===== config.mk =====
export PLATFORM = sky130hd
export DESIGN_NAME = analog_pos_accum_flat
export DESIGN_NICKNAME = d
export VERILOG_FILES = /design/src/rtl/analog_pos_if.sv /design/src/rtl/analog_pos_accum.sv /design/src/flat_wrapper.sv
export SDC_FILE = /design/constraint.sdc
export NUM_CORES = 1
export LEC_CHECK = 0
export ABC_AREA = 1
export ABC_CLOCK_PERIOD_IN_PS = 7100
export CORE_UTILIZATION = 45
export DETAILED_ROUTE_END_ITERATION = 10
export DONT_BUFFER_PORTS = 1
export GPL_ROUTABILITY_DRIVEN = 0
export GPL_TIMING_DRIVEN = 0
export PLACE_DENSITY = 0.61
export SETUP_SLACK_MARGIN = 0.5
export SYNTH_ARGS = -nofsm -noshare
export SYNTH_HDL_FRONTEND = slang
export SYNTH_SLANG_ARGS = --single-unit

===== constraint.sdc =====
create_clock -name clk -period 7.1 [get_ports clk]
set_input_delay 1.065 -clock clk [delete_from_list [all_inputs] [get_ports clk]]
set_output_delay 1.065 -clock clk [all_outputs]
set_load 0.02 [all_outputs]

===== src/rtl/analog_pos_if.sv =====
// Frame-rate position bus between the input front end and analog_pos_accum.
// master drives strobe/stick/buttons, slave returns positions and the moving flag.
interface analog_pos_if;
  // strobe is a level; the consumer acts once per 0->1 transition. Stick and
  // button values only need to be stable in the cycle where strobe first reads 1.
  logic       strobe;
  logic [7:0] ax;
  logic [7:0] ay;
  logic       left;
  logic       right;
  logic       up;
  logic       down;
  logic       invert_y;
  logic [7:0] pos_x;
  logic [7:0] pos_y;
  logic       moving;

  modport master (
    output strobe, ax, ay, left, right, up, down, invert_y,
    input  pos_x, pos_y, moving
  );

  modport slave (
    input  strobe, ax, ay, left, right, up, down, invert_y,
    output pos_x, pos_y, moving
  );
endinterface


===== src/rtl/analog_pos_accum.sv =====
// Per-frame analog/digital position accumulator producing wrapping 8-bit X/Y bytes.
// Define ANALOG_POS_SAT_EN to saturate the accumulators instead of wrapping.
module analog_pos_accum #(
  parameter int DIG_RATE  = 10,
  parameter int DEADZONE  = 8,
  parameter int FRAC_BITS = 4
) (
  input  logic         clk,
  input  logic         reset_n,
  analog_pos_if.slave  bus
);
  localparam int AW = 8 + FRAC_BITS;
  localparam int DW = AW + 1;

  localparam logic [AW-1:0]        ACC_RST  = AW'(128) << FRAC_BITS;
  localparam logic signed [DW-1:0] DIG_STEP = DW'(DIG_RATE) << FRAC_BITS;
  localparam logic [7:0]           DZ       = 8'(DEADZONE);

  logic [AW-1:0]        acc_x_q, acc_x_d;
  logic [AW-1:0]        acc_y_q, acc_y_d;
  logic                 strobe_q, strobe_d;
  logic                 moving_q, moving_d;
  logic                 upd;
  logic signed [DW-1:0] dx, dy_raw, dy;

  // -128 is pulled to -127 first so magnitude and negation never overflow.
  function automatic logic signed [DW-1:0] axis_delta(input logic [7:0] a,
                                                      input logic neg,
                                                      input logic pos);
    logic [7:0]           a_c;
    logic [7:0]           mag;
    logic signed [DW-1:0] d;
    a_c = (a == 8'h80) ? 8'h81 : a;
    mag = a_c[7] ? (8'd0 - a_c) : a_c;
    d   = '0;
    if (mag > DZ)
      d = DW'($signed(a_c));
    else if (pos && !neg)
      d = DIG_STEP;
    else if (neg && !pos)
      d = -DIG_STEP;
    return d;
  endfunction

  function automatic logic [AW-1:0] next_acc(input logic [AW-1:0]        acc,
                                             input logic signed [DW-1:0] d);
    logic [AW-1:0] res;
`ifdef ANALOG_POS_SAT_EN
    logic signed [AW+1:0] sum;
    sum = $signed({2'b00, acc}) + (AW+2)'(d);
    if (sum[AW+1])
      res = '0;
    else if (sum[AW])
      res = '1;
    else
      res = sum[AW-1:0];
`else
    res = acc + d[AW-1:0];
`endif
    return res;
  endfunction

  always_comb begin
    upd      = bus.strobe & ~strobe_q;
    dx       = axis_delta(bus.ax, bus.left, bus.right);
    dy_raw   = axis_delta(bus.ay, bus.up, bus.down);
    dy       = bus.invert_y ? -dy_raw : dy_raw;
    strobe_d = bus.strobe;
    acc_x_d  = acc_x_q;
    acc_y_d  = acc_y_q;
    moving_d = moving_q;
    if (upd) begin
      acc_x_d  = next_acc(acc_x_q, dx);
      acc_y_d  = next_acc(acc_y_q, dy);
      moving_d = (dx != '0) || (dy != '0);
    end
  end

  // strobe_q resets high so a strobe already asserted at release is not an edge.
  always_ff @(posedge clk) begin
    if (!reset_n) begin
      acc_x_q  <= ACC_RST;
      acc_y_q  <= ACC_RST;
      strobe_q <= 1'b1;
      moving_q <= 1'b0;
    end else begin
      acc_x_q  <= acc_x_d;
      acc_y_q  <= acc_y_d;
      strobe_q <= strobe_d;
      moving_q <= moving_d;
    end
  end

  assign bus.pos_x  = acc_x_q[FRAC_BITS +: 8];
  assign bus.pos_y  = acc_y_q[FRAC_BITS +: 8];
  assign bus.moving = moving_q;
endmodule


===== src/flat_wrapper.sv =====
// flat-port wrapper written by rule: the top's interface ports become plain ports
module analog_pos_accum_flat 
#(
  parameter int DIG_RATE  = 10,
  parameter int DEADZONE  = 8,
  parameter int FRAC_BITS = 4
)
  (clk, reset_n, bus_strobe, bus_ax, bus_ay, bus_left, bus_right, bus_up, bus_down, bus_invert_y, bus_pos_x, bus_pos_y, bus_moving);
  analog_pos_if bus_i ();
  input  logic clk;
  input  logic reset_n;
  input wire logic [$bits(bus_i.strobe)-1:0] bus_strobe;
  input wire logic [$bits(bus_i.ax)-1:0] bus_ax;
  input wire logic [$bits(bus_i.ay)-1:0] bus_ay;
  input wire logic [$bits(bus_i.left)-1:0] bus_left;
  input wire logic [$bits(bus_i.right)-1:0] bus_right;
  input wire logic [$bits(bus_i.up)-1:0] bus_up;
  input wire logic [$bits(bus_i.down)-1:0] bus_down;
  input wire logic [$bits(bus_i.invert_y)-1:0] bus_invert_y;
  output wire logic [$bits(bus_i.pos_x)-1:0] bus_pos_x;
  output wire logic [$bits(bus_i.pos_y)-1:0] bus_pos_y;
  output wire logic [$bits(bus_i.moving)-1:0] bus_moving;
  assign bus_i.strobe = bus_strobe;
  assign bus_i.ax = bus_ax;
  assign bus_i.ay = bus_ay;
  assign bus_i.left = bus_left;
  assign bus_i.right = bus_right;
  assign bus_i.up = bus_up;
  assign bus_i.down = bus_down;
  assign bus_i.invert_y = bus_invert_y;
  assign bus_pos_x = bus_i.pos_x;
  assign bus_pos_y = bus_i.pos_y;
  assign bus_moving = bus_i.moving;
  analog_pos_accum #(.DIG_RATE(DIG_RATE), .DEADZONE(DEADZONE), .FRAC_BITS(FRAC_BITS)) u_core (.clk(clk), .reset_n(reset_n), .bus(bus_i));
endmodule

==> results.py <==
metrics = {
    "clocking": {
        "numCtsBuffers": 3,
        "cts-root-buf": "clkbuf_8",
        "cts_tree": "done",
        "cts-resized-gates": 0,
        "cts.clk_slew.worst_paths_ns": 0.10,
        "postCtsSetupBuffers": 0,
        "cts_sinks": 26,
        "cts-hold-fix-buffers": 0,
        "htreeDepth": 1,
        "insertion_delay_ns": 0.28,
        "clock_path_buffers": 2,
    },
    "worst_setup_path": {
        "crit_path_end_kind": "flip-flop",
        "worstSetupStartpoint": "bus_ay[3]",
        "path_buf_inv": 5,
        "crit_top_cell": "nand2_1",
        "crit_end": "u_core.acc_y_q[10]$_SDFFE_PN0P_",
        "cp-start-kind": "input pin",
        "r2r_setup_slack_ns": 4.79,
        "rr_startpoint": "u_core.acc_y_q[0]$_SDFFE_PN0P_",
        "cp_data_arrival_time_ns": 4.90,
        "crit_path_max_incr_delay_ns": 0.48,
        "reg2reg_to": "u_core.acc_y_q[10]$_SDFFE_PN0P_",
        "cp.required_ns": 7.29,
        "critPathKind": "in -> reg",
        "cp_max_fo": 10,
        "critPathSlowestCell": "fa_1",
        "rr_worst_depth": 15,
        "cp_top_family": "simple AND/OR/NAND/NOR gates",
        "path_depth": 31,
    },
    "logic_synthesis": {
        "synth_seq_area_share_pct": 18.1,
        "yosys.area.top_type": "dfxtp_1",
        "synth_edf_count": 0,
        "synthFlopType": "dfxtp_1",
        "synth_top_area_share_pct": 18.1,
        "netlist_top_cells_area": "dfxtp_1, ha_1, nand2_1",
        "synthCells": 468,
        "yosysMostFrequentCell": "nand2_1",
        "yosys_warnings": 0,
        "synth_commonest_cells": "nand2_1, inv_1, nor2_1",
        "ys_ff_latch": 26,
        "avgSynthCellArea_um2": 6.14,
        "ys_async_sr_fraction_pct": 0,
        "syn_nets": 525,
        "yosysUniqueCellTypes": 34,
        "syn_area_um2": 2880,
    },
    "timing": {
        "fin_hold_ws_ns": 0.488,
        "setup_tns_ns": 0,
        "max_freq_mhz": 212,
        "hold_viol_final": 0,
        "slew-limit-headroom_pct": 63.1,
        "tightestPinTransition_ns": 0.554,
        "period_minus_slack_ns": 4.71,
        "fin_skew_ns": 0.00693,
        "rsz0062_at_grt": "false",
        "finalCritPeriodShare_pct": 66.3,
        "setup_violations": 0,
        "drv_slew": 0,
        "worst_slack_ns": 2.39,
    },
    "cells_and_area": {
        "antenna_cells_inserted": 0,
        "instances_no_fill": 547,
        "fin_nets": 530,
        "stdcell_area_um2": 3020,
        "drive_above_1_share_pct": 7.42,
        "area_growth_pct": 5.18,
    },
    "flow_run": {
        "drv_cap": 0,
    },
    "detailed_routing": {
        "route.detailed.drc": 0,
        "drt_first_pass_iters": 5,
        "wire_per_inst_um": 11.2,
        "avgViaCountPerCell": 4.88,
        "vias": 2669,
        "wl_um": 6140,
        "ant_nets": 0,
        "drtIter0Drc": 82,
    },
    "floorplanning": {
        "io_pins": 41,
        "die_h_um": 81.9,
        "dieArea_um2": 6710,
        "core_um2": 6030,
        "num_rows": 28,
        "initial_core_util_pct": 47.7,
        "chipWidth_um": 81.9,
    },
    "power": {
        "leakage_uw": 0.00172,
        "ir_drop_mv": 0.115,
        "powerDensity_nw_per_um2": 144,
    },
    "global_route": {
        "grt_use_total_pct": 19.2,
        "antenna_found_initial": 0,
        "gr-total-overflow": 0,
        "grt_pass1_wl_um": 10200,
        "grt_pass1_vias": 2272,
        "grt_max_degree": 15,
    },
    "run_status": {
        "status": "complete, no violations",
    },
    "placement": {
        "dp_hpwl_um": 5000,
        "placed_cells": 543,
        "placed_area_um2": 2970,
        "io_buffers": 0,
        "post-place-ws_ns": 2.16,
    },
    "min_path": {
        "min_path_type": "reg -> reg",
    },
}
## power breakdown
part           internal [µW]  switching [µW]  leakage (µW)  total, µW
Combinational           67.8             106       0.00148        174
Sequential               154            6.75      0.000213        161
Clock                   49.7            49.8     0.0000288       99.5
## how the worst min path moves through the flow
stage               cells after the start                            start                         endpoint  slack, ns
finish                                  1  u_core.acc_x_q[11]$_SDFFE_PN1P_  u_core.acc_x_q[11]$_SDFFE_PN1P_       0.49
CTS                                     1  u_core.acc_x_q[11]$_SDFFE_PN1P_  u_core.acc_x_q[11]$_SDFFE_PN1P_       0.49
global placement                        1  u_core.acc_x_q[11]$_SDFFE_PN1P_  u_core.acc_x_q[11]$_SDFFE_PN1P_       0.46
floorplan                               1  u_core.acc_x_q[11]$_SDFFE_PN1P_  u_core.acc_x_q[11]$_SDFFE_PN1P_       0.45
detailed placement                      1  u_core.acc_x_q[11]$_SDFFE_PN1P_  u_core.acc_x_q[11]$_SDFFE_PN1P_       0.47
global route                            2  u_core.acc_y_q[11]$_SDFFE_PN1P_  u_core.acc_y_q[11]$_SDFFE_PN1P_       0.52
## metrics by stage
stage	utilization (%)	power (µW)
2_1_floorplan	-	309
3_3_place_gp	49.3	336
3_5_place_dp	49.3	338
4_1_cts	50.2	441
5_1_grt	50.2	474
6_report	50.2	434
## kinds of logic (layout without fill, tap and decap cells)
family,Yosys count,in the layout,synth area share (%)
flip-flops,26,26,18.1
adder cells (fa/ha/maj),33,33,14.9
AND/OR/NAND/NOR,211,211,30.9
XOR/XNOR,17,17,5.18
AO/OA/AOI/OAI,78,78,15.1
buffers and inverters,103,107,15.9
## routing by layer
metal,vias up,part of all wire [%],global-route usage (%)
met3,2,3.6,3.56
met5,-,0,0
met1,1142,54,28.1
met4,0,0.33,2.11
li1,1478,-,-
met2,47,43,29.8
## cell type report
| class | count | area, µm² |
|---|---|---|
| multi-input combinational | 339 | 1900 |
| buffer | 25 | 165 |
| fill | 651 | 3000 |
| clock buffer | 4 | 55.1 |
| tap | 75 | 93.8 |
| inverter | 78 | 293 |
| sequential | 26 | 520 |
## sequential cells by signal, summed over array words and instances, names as in the netlist
signal	cells
u_core.strobe_q	1
u_core.acc_x_q	12
u_core.bus.moving	1
u_core.acc_y_q	12
## worst register-to-register path, cell delays in order, from the launching register on
cell	delay, ns
dfxtp_1	0.32
ha_1	0.22
fa_1	0.42
nand3_1	0.09
nand2_1	0.08
nand2_1	0.07
nand2_1	0.05
a21oi_1	0.20
o21ai_0	0.18
nand2_1	0.09
nand2_1	0.05
a21oi_1	0.15
or2_2	0.13
nand3_1	0.06
nand2_1	0.08
inv_1	0.03
## cells in the final DEF, fill, tap and decap left out, drive strengths merged
master	synthesis	routed
clkinv	1	1
nor2	62	62
nand3	27	27
o211ai	2	2
a31oi	1	1
and2	1	1
nand3b	2	2
nor3	3	3
o311ai	1	1
clkbuf	7	11
xnor2	5	5
dfxtp	26	26
o2111a	1	1
nand2	106	106
a21oi	30	30
inv	77	77
o21bai	2	2
nand4	7	7
xor2	12	12
ha	31	31
fa	2	2
buf	18	18
or2	3	3
a21o	1	1
o21ai	40	40
(Power assumes the default switching activity.)
